<file path="src/rtl/tsc_dma_pkg.sv">
// Shared constants and bank state type for the device stream buffer and the DMA engine.
package tsc_dma_pkg;
  localparam int WORD_SIZE   = 16;
  localparam int CHUNK_WORDS = 4;
  localparam int NUM_CHUNKS  = 3;
  localparam int BLOCK_WORDS = NUM_CHUNKS * CHUNK_WORDS;
  localparam int CHUNK_W     = WORD_SIZE * CHUNK_WORDS;
  localparam int IDX_W       = $clog2(BLOCK_WORDS);
  localparam int OFF_W       = 2;
  localparam int CNT_W       = 8;

  typedef enum logic [1:0] {FREE, FILLING, FULL, DRAIN} bank_state_t;

  function automatic logic [IDX_W-1:0] word_addr(input logic [OFF_W-1:0] off, input int k);
    return IDX_W'(int'(off) * CHUNK_WORDS + k);
  endfunction
endpackage

</file>
<file path="src/rtl/dev_stream_buffer_if.sv">
// Stream-in and DMA-side signal bundle of the device stream buffer.
interface dev_stream_buffer_if;
  import tsc_dma_pkg::*;

  logic                 in_valid;
  logic [WORD_SIZE-1:0] in_data;
  logic                 in_ready;
  logic [OFF_W-1:0]     offset;
  logic [CHUNK_W-1:0]   edata;
  logic                 dev_irq;
  logic                 dma_done;
  logic [CNT_W-1:0]     drop_cnt;

  modport master (
    output in_valid, in_data, offset, dma_done,
    input  in_ready, edata, dev_irq, drop_cnt
  );

  modport slave (
    input  in_valid, in_data, offset, dma_done,
    output in_ready, edata, dev_irq, drop_cnt
  );
endinterface

</file>
<file path="src/rtl/dev_buf_bank.sv">
// One 12-word storage bank: single write port, chunk-wide read selected by the DMA offset.
module dev_buf_bank
  import tsc_dma_pkg::*;
(
  input  logic                 clk,
  input  logic                 we,
  input  logic [IDX_W-1:0]     idx,
  input  logic [WORD_SIZE-1:0] data,
  input  logic [OFF_W-1:0]     offset,
  output logic [CHUNK_W-1:0]   chunk
);
  logic [WORD_SIZE-1:0] mem [BLOCK_WORDS];

  always_ff @(posedge clk) begin
    if (we) mem[idx] <= data;
  end

  // Offsets past the last chunk read as zero rather than aliasing other words.
  always_comb begin
    chunk = '0;
    if (offset < OFF_W'(NUM_CHUNKS)) begin
      for (int k = 0; k < CHUNK_WORDS; k++) begin
        chunk[k*WORD_SIZE +: WORD_SIZE] = mem[word_addr(offset, k)];
      end
    end
  end
endmodule

</file>
<file path="src/rtl/dev_stream_buffer.sv">
// Ping-pong block buffer between a device word stream and the DMA engine.
// Optional drop counter built only when DEVBUF_DROP_CNT_EN is defined.
module dev_stream_buffer
  import tsc_dma_pkg::*;
(
  input logic                CLK,
  input logic                reset_n,
  dev_stream_buffer_if.slave bus
);
  bank_state_t        st [2];
  bank_state_t        st_nxt [2];
  logic [IDX_W-1:0]   wr_idx, wr_idx_nxt;
  logic               fill_bank, fill_bank_nxt;
  logic               irq, irq_nxt;
  logic               accept, last_word, drain_any;
  logic [CHUNK_W-1:0] chunk [2];

  assign bus.in_ready = (st[fill_bank] == FREE) || (st[fill_bank] == FILLING);
  assign accept       = bus.in_valid && bus.in_ready;
  assign last_word    = accept && (wr_idx == IDX_W'(BLOCK_WORDS - 1));
  assign drain_any    = (st[0] == DRAIN) || (st[1] == DRAIN);

  always_comb begin
    st_nxt        = st;
    wr_idx_nxt    = wr_idx;
    fill_bank_nxt = fill_bank;
    if (accept) begin
      wr_idx_nxt = last_word ? '0 : wr_idx + IDX_W'(1);
      if (last_word) fill_bank_nxt = ~fill_bank;
    end
    for (int b = 0; b < 2; b++) begin
      if (accept && (fill_bank == 1'(b))) st_nxt[b] = last_word ? FULL : FILLING;
      if ((st[b] == DRAIN) && bus.dma_done) st_nxt[b] = FREE;
    end
    // Promotion looks at the pre-edge state, so a freed bank always leaves one idle cycle.
    if (!drain_any) begin
      if (st[0] == FULL)      st_nxt[0] = DRAIN;
      else if (st[1] == FULL) st_nxt[1] = DRAIN;
    end
    irq_nxt = (st_nxt[0] == DRAIN) || (st_nxt[1] == DRAIN);
  end

  always_ff @(posedge CLK or negedge reset_n) begin
    if (!reset_n) begin
      st[0]     <= FREE;
      st[1]     <= FREE;
      wr_idx    <= '0;
      fill_bank <= 1'b0;
      irq       <= 1'b0;
    end else begin
      st        <= st_nxt;
      wr_idx    <= wr_idx_nxt;
      fill_bank <= fill_bank_nxt;
      irq       <= irq_nxt;
    end
  end

  assign bus.dev_irq = irq;

  dev_buf_bank u_bank0 (
    .clk    (CLK),
    .we     (accept && (fill_bank == 1'b0)),
    .idx    (wr_idx),
    .data   (bus.in_data),
    .offset (bus.offset),
    .chunk  (chunk[0])
  );

  dev_buf_bank u_bank1 (
    .clk    (CLK),
    .we     (accept && (fill_bank == 1'b1)),
    .idx    (wr_idx),
    .data   (bus.in_data),
    .offset (bus.offset),
    .chunk  (chunk[1])
  );

  always_comb begin
    bus.edata = '0;
    if (st[0] == DRAIN)      bus.edata = chunk[0];
    else if (st[1] == DRAIN) bus.edata = chunk[1];
  end

`ifdef DEVBUF_DROP_CNT_EN
  logic [CNT_W-1:0] drop_cnt;

  always_ff @(posedge CLK or negedge reset_n) begin
    if (!reset_n) begin
      drop_cnt <= '0;
    end else if (bus.in_valid && !bus.in_ready && (drop_cnt != {CNT_W{1'b1}})) begin
      drop_cnt <= drop_cnt + CNT_W'(1);
    end
  end

  assign bus.drop_cnt = drop_cnt;
`else
  assign bus.drop_cnt = '0;
`endif
endmodule
</file>
<file path="src/flat_wrapper.sv">
// flat-port wrapper written by rule: the top's interface ports become plain ports
module dev_stream_buffer_flat import tsc_dma_pkg::*;
  (CLK, reset_n, bus_in_valid, bus_in_data, bus_offset, bus_dma_done, bus_in_ready, bus_edata, bus_dev_irq, bus_drop_cnt);
  dev_stream_buffer_if bus_i ();
  input logic CLK;
  input logic reset_n;
  input wire logic [$bits(bus_i.in_valid)-1:0] bus_in_valid;
  input wire logic [$bits(bus_i.in_data)-1:0] bus_in_data;
  input wire logic [$bits(bus_i.offset)-1:0] bus_offset;
  input wire logic [$bits(bus_i.dma_done)-1:0] bus_dma_done;
  output wire logic [$bits(bus_i.in_ready)-1:0] bus_in_ready;
  output wire logic [$bits(bus_i.edata)-1:0] bus_edata;
  output wire logic [$bits(bus_i.dev_irq)-1:0] bus_dev_irq;
  output wire logic [$bits(bus_i.drop_cnt)-1:0] bus_drop_cnt;
  assign bus_i.in_valid = bus_in_valid;
  assign bus_i.in_data = bus_in_data;
  assign bus_i.offset = bus_offset;
  assign bus_i.dma_done = bus_dma_done;
  assign bus_in_ready = bus_i.in_ready;
  assign bus_edata = bus_i.edata;
  assign bus_dev_irq = bus_i.dev_irq;
  assign bus_drop_cnt = bus_i.drop_cnt;
  dev_stream_buffer u_core (.CLK(CLK), .reset_n(reset_n), .bus(bus_i));
endmodule
</file>
<file path="config.mk">
export PLATFORM = sky130hd
export DESIGN_NAME = dev_stream_buffer_flat
export DESIGN_NICKNAME = d
export VERILOG_FILES = /design/src/rtl/tsc_dma_pkg.sv /design/src/rtl/dev_stream_buffer_if.sv /design/src/rtl/dev_buf_bank.sv /design/src/rtl/dev_stream_buffer.sv /design/src/flat_wrapper.sv
export SDC_FILE = /design/constraint.sdc
export NUM_CORES = 1
export LEC_CHECK = 0
export ABC_AREA = 1
export BUFFER_PORTS_ARGS = -buffer_cell sky130_fd_sc_hd__buf_2
export CORE_ASPECT_RATIO = 1.1
export CORE_MARGIN = 4
export CORE_UTILIZATION = 50
export DETAILED_ROUTE_END_ITERATION = 8
export HOLD_SLACK_MARGIN = 0.06
export PLACE_DENSITY = 0.72
export RECOVER_POWER = 100
export SLEW_MARGIN = 10
export SYNTH_ARGS = -nofsm -noshare
export SYNTH_HDL_FRONTEND = slang
export SYNTH_SLANG_ARGS = --single-unit
</file>
<file path="constraint.sdc">
create_clock -name CLK -period 4 [get_ports CLK]
set_input_delay 0.2 -clock CLK [delete_from_list [all_inputs] [get_ports CLK]]
set_output_delay 0.2 -clock CLK [all_outputs]
set_load 0.02 [all_outputs]
</file>
==> results_dict.tcl <==
set metrics [dict create \
    clk_path_buf_depth 3 \
    fin_crit_ps 3055 \
    grt-ovfl-total 0 \
    syn_area_um2 15850 \
    finalCritPeriodShare_pct 76.38 \
    synth_top_cell_by_area "edfxtp_1" \
    drc_errors 0 \
    cts_buffers 37 \
    clock_latency_ps 520 \
    slew_headroom_pct -0.5303 \
    cts_tree "yes" \
    drtIter0Drc 983 \
    ys_seq_area_share_pct 74.31 \
    cts_sinks 394 \
    antenna_found_initial 1 \
    synthCells 1288 \
    dp_cells 1748 \
    coreArea_um2 31310 \
    synth-adder-area-share_pct 0.3157 \
    fin_tns_setup_ps 0 \
    finalHoldViolCount 0 \
    violations "max-capacitance violations, max-slew violations" \
    viasPerCell 5.516 \
    ios 96 \
    synth.area.top_cells "edfxtp_1 (73%), nand2_1 (6.7%), nand3_1 (6.4%), nor2_1 (3.7%), a21oi_1 (2.1%)" \
    slowest_delay_ps 730 \
    synth_top_family_by_area "simple AND/OR/NAND/NOR gates" \
    yosys.area_share.simple_pct 17.16 \
    synth_compound_area_share_pct 4.285 \
    wl_um 36300 \
    cts-htree-levels 2 \
    critPathCaptureType "output pin" \
    setup_viol_count_final 0 \
    status "complete, but fails checks" \
    start_kind "register" \
    drv_slew 1 \
    powerDensity_nw_per_um2 605.6 \
    p_leak_nw 6.029 \
    start_util_pct 50.64 \
    portBuffers 87 \
    fin_skew_ps 16.93 \
    path_max_fanout 27 \
    yosys.area_share.xor_xnor_pct 0 \
    die_w_um 177.8 \
    hpwl_um 20110 \
    synth-seq-cells 394 \
    ys_warn_count 0 \
    cap_violations 3 \
    crit_type "reg -> out" \
    drive_above_1_share_pct 6.004 \
    crit_slowest_cell "clkbuf_2" \
    grt_usage_pct 20.75 \
    grt_pass1_wl_um 55330 \
    crit_required_ps 3800 \
    max_freq_ghz 0.3273 \
    cp.arrival_ps 2860 \
    firstDrtPassIters 5 \
    ys_types 23 \
    cts_setup_buffers 0 \
    vias 10033 \
    synthMuxAreaShare_pct 0 \
    power.total_mw 10.69 \
    postRouteAntennaNets 0 \
    wl_per_cell_um 19.96 \
    grt_pass1_vias 9586 \
    stdcell_count 1819 \
    syn-mean-instance-area_um2 12.31 \
    fillers 2583 \
    fin_nets 1396 \
    max-vdd-ir-drop_v 0.0004199 \
    rsz0062_at_grt "false" \
    worstHoldPathType "in -> reg" \
    clk_pin_slew_ps 60 \
    rows 68 \
    num_antenna_cells 0 \
    synth_top_area_share_pct 72.73 \
    grt_max_degree 86 \
    layout-area-overhead-vs-synth_pct 11.29 \
    crit_chain "nand2_4, nand2_1, o21ai_1, clkbuf_2, a21oi_1, clkbuf_1" \
    tightestPinTransition_ps 1500 \
    dieArea_um2 34620 \
    place_congestion 0.7681 \
    cts_root_buf "clkbuf_16" \
    die_height_um 194.8 \
]
[final timing paths]
path / slack [ps] / cells past startpoint / from / to
min reg2reg: 570 / 2 / u_core.fill_bank$_DFFE_PN0P_ / u_core.fill_bank$_DFFE_PN0P_
max reg2reg: 1300 / 3 / u_core.st[1]$_DFF_PN0_ / u_core.u_bank1.mem[8][11]$_DFFE_PP_
min in group asynchronous: 210 / 2 / reset_n / u_core.wr_idx[2]$_DFFE_PN0N_
max in group asynchronous: 3380 / 2 / reset_n / u_core.st[0]$_DFF_PN0_
max: 940 / 6 / u_core.st[3]$_DFF_PN0_ / bus_edata[9]
min: 130 / 5 / bus_in_valid / u_core.st[2]$_DFF_PN0_
[registers in the layout, summed over array words and instances (netlist names)]
name                flops
u_core.u_bank1.mem    192
u_core.bus.dev_irq      1
u_core.u_bank0.mem    192
u_core.fill_bank        1
u_core.wr_idx           4
u_core.st               4
[layer usage]
| layer | global-route usage [%] | routed length, um |
|---|---|---|
| met1 | 28.57 | 14830 |
| met2 | 33.48 | 17650 |
| met3 | 3.676 | 2703 |
| met4 | 7.479 | 1104 |
| met5 | 0 | 12 |
[through the flow]
stage,util [%],hold WS (ps),setup WS (ps),area (um2)
finish,56.35,126.8,944.7,17640
global route,56.35,175.1,792.9,17640
CTS,57.07,60.15,1249,17870
detailed placement,53.11,80.57,1543,16630
global placement,53.11,78.31,1599,16630
floorplan,-,-95.59,1563,15880
[kinds of logic after synthesis]
group	count (synthesis)
AND/OR/NAND/NOR	651
other	1
buffers and inverters	103
flip-flops	394
adder cells (fa/ha/maj)	4
AO/OA/AOI/OAI	135
[cell type report]
cell class / count / area, um2 / share of cell area [%]
clock inverter: 16 / 136.4 / 0.7729
inverter: 17 / 68.82 / 0.3900
tap: 420 / 525.5 / 2.978
timing repair buffer: 122 / 563.0 / 3.191
multi-input combinational: 798 / 3493 / 19.80
sequential: 394 / 11780 / 66.77
clock buffer: 52 / 1076 / 6.098
[cell usage after synthesis, drive strengths merged]
cell    instances
dfrtp          10
a21oi          65
clkbuf          9
nor3            6
nand3         203
edfxtp        384
nor2          156
buf            77
nand2         285
o21ai          70
or2             1
conb            1
inv            17
ha              4
[layout by cell type (no fill, tap or decap), drive strengths merged, types with 6 or more instances in the layout]
cell    count
dfrtp      10
clkinv     11
inv        18
nand3     203
nor3        6
edfxtp    384
a21oi      65
nand2     285
o21ai      70
clkbuf    152
buf        19
nor2      156
conb        8
[what timing repair did]
action	in CTS	in global routing
hold endpoints to repair	13	0
gates resized for setup	0	0
hold buffers	3	0
[worst max-delay path: cells and delay by family (launching register included)]
family,cells,cell delay (ps)
buf+inv,2,950
compound gates,2,730
flops,1,430
simple gates,2,210
[power breakdown]
group | internal, mW | switching, mW | total (mW) | leakage (nW)
clock network | 2.02 | 1.44 | 3.46 | 0.590
logic | 0.548 | 1.79 | 2.34 | 1.86
registers | 4.79 | 0.0961 | 4.89 | 3.58
total | 7.36 | 3.33 | 10.7 | 6.03
Note: power is estimated with default switching activity, not from simulation.
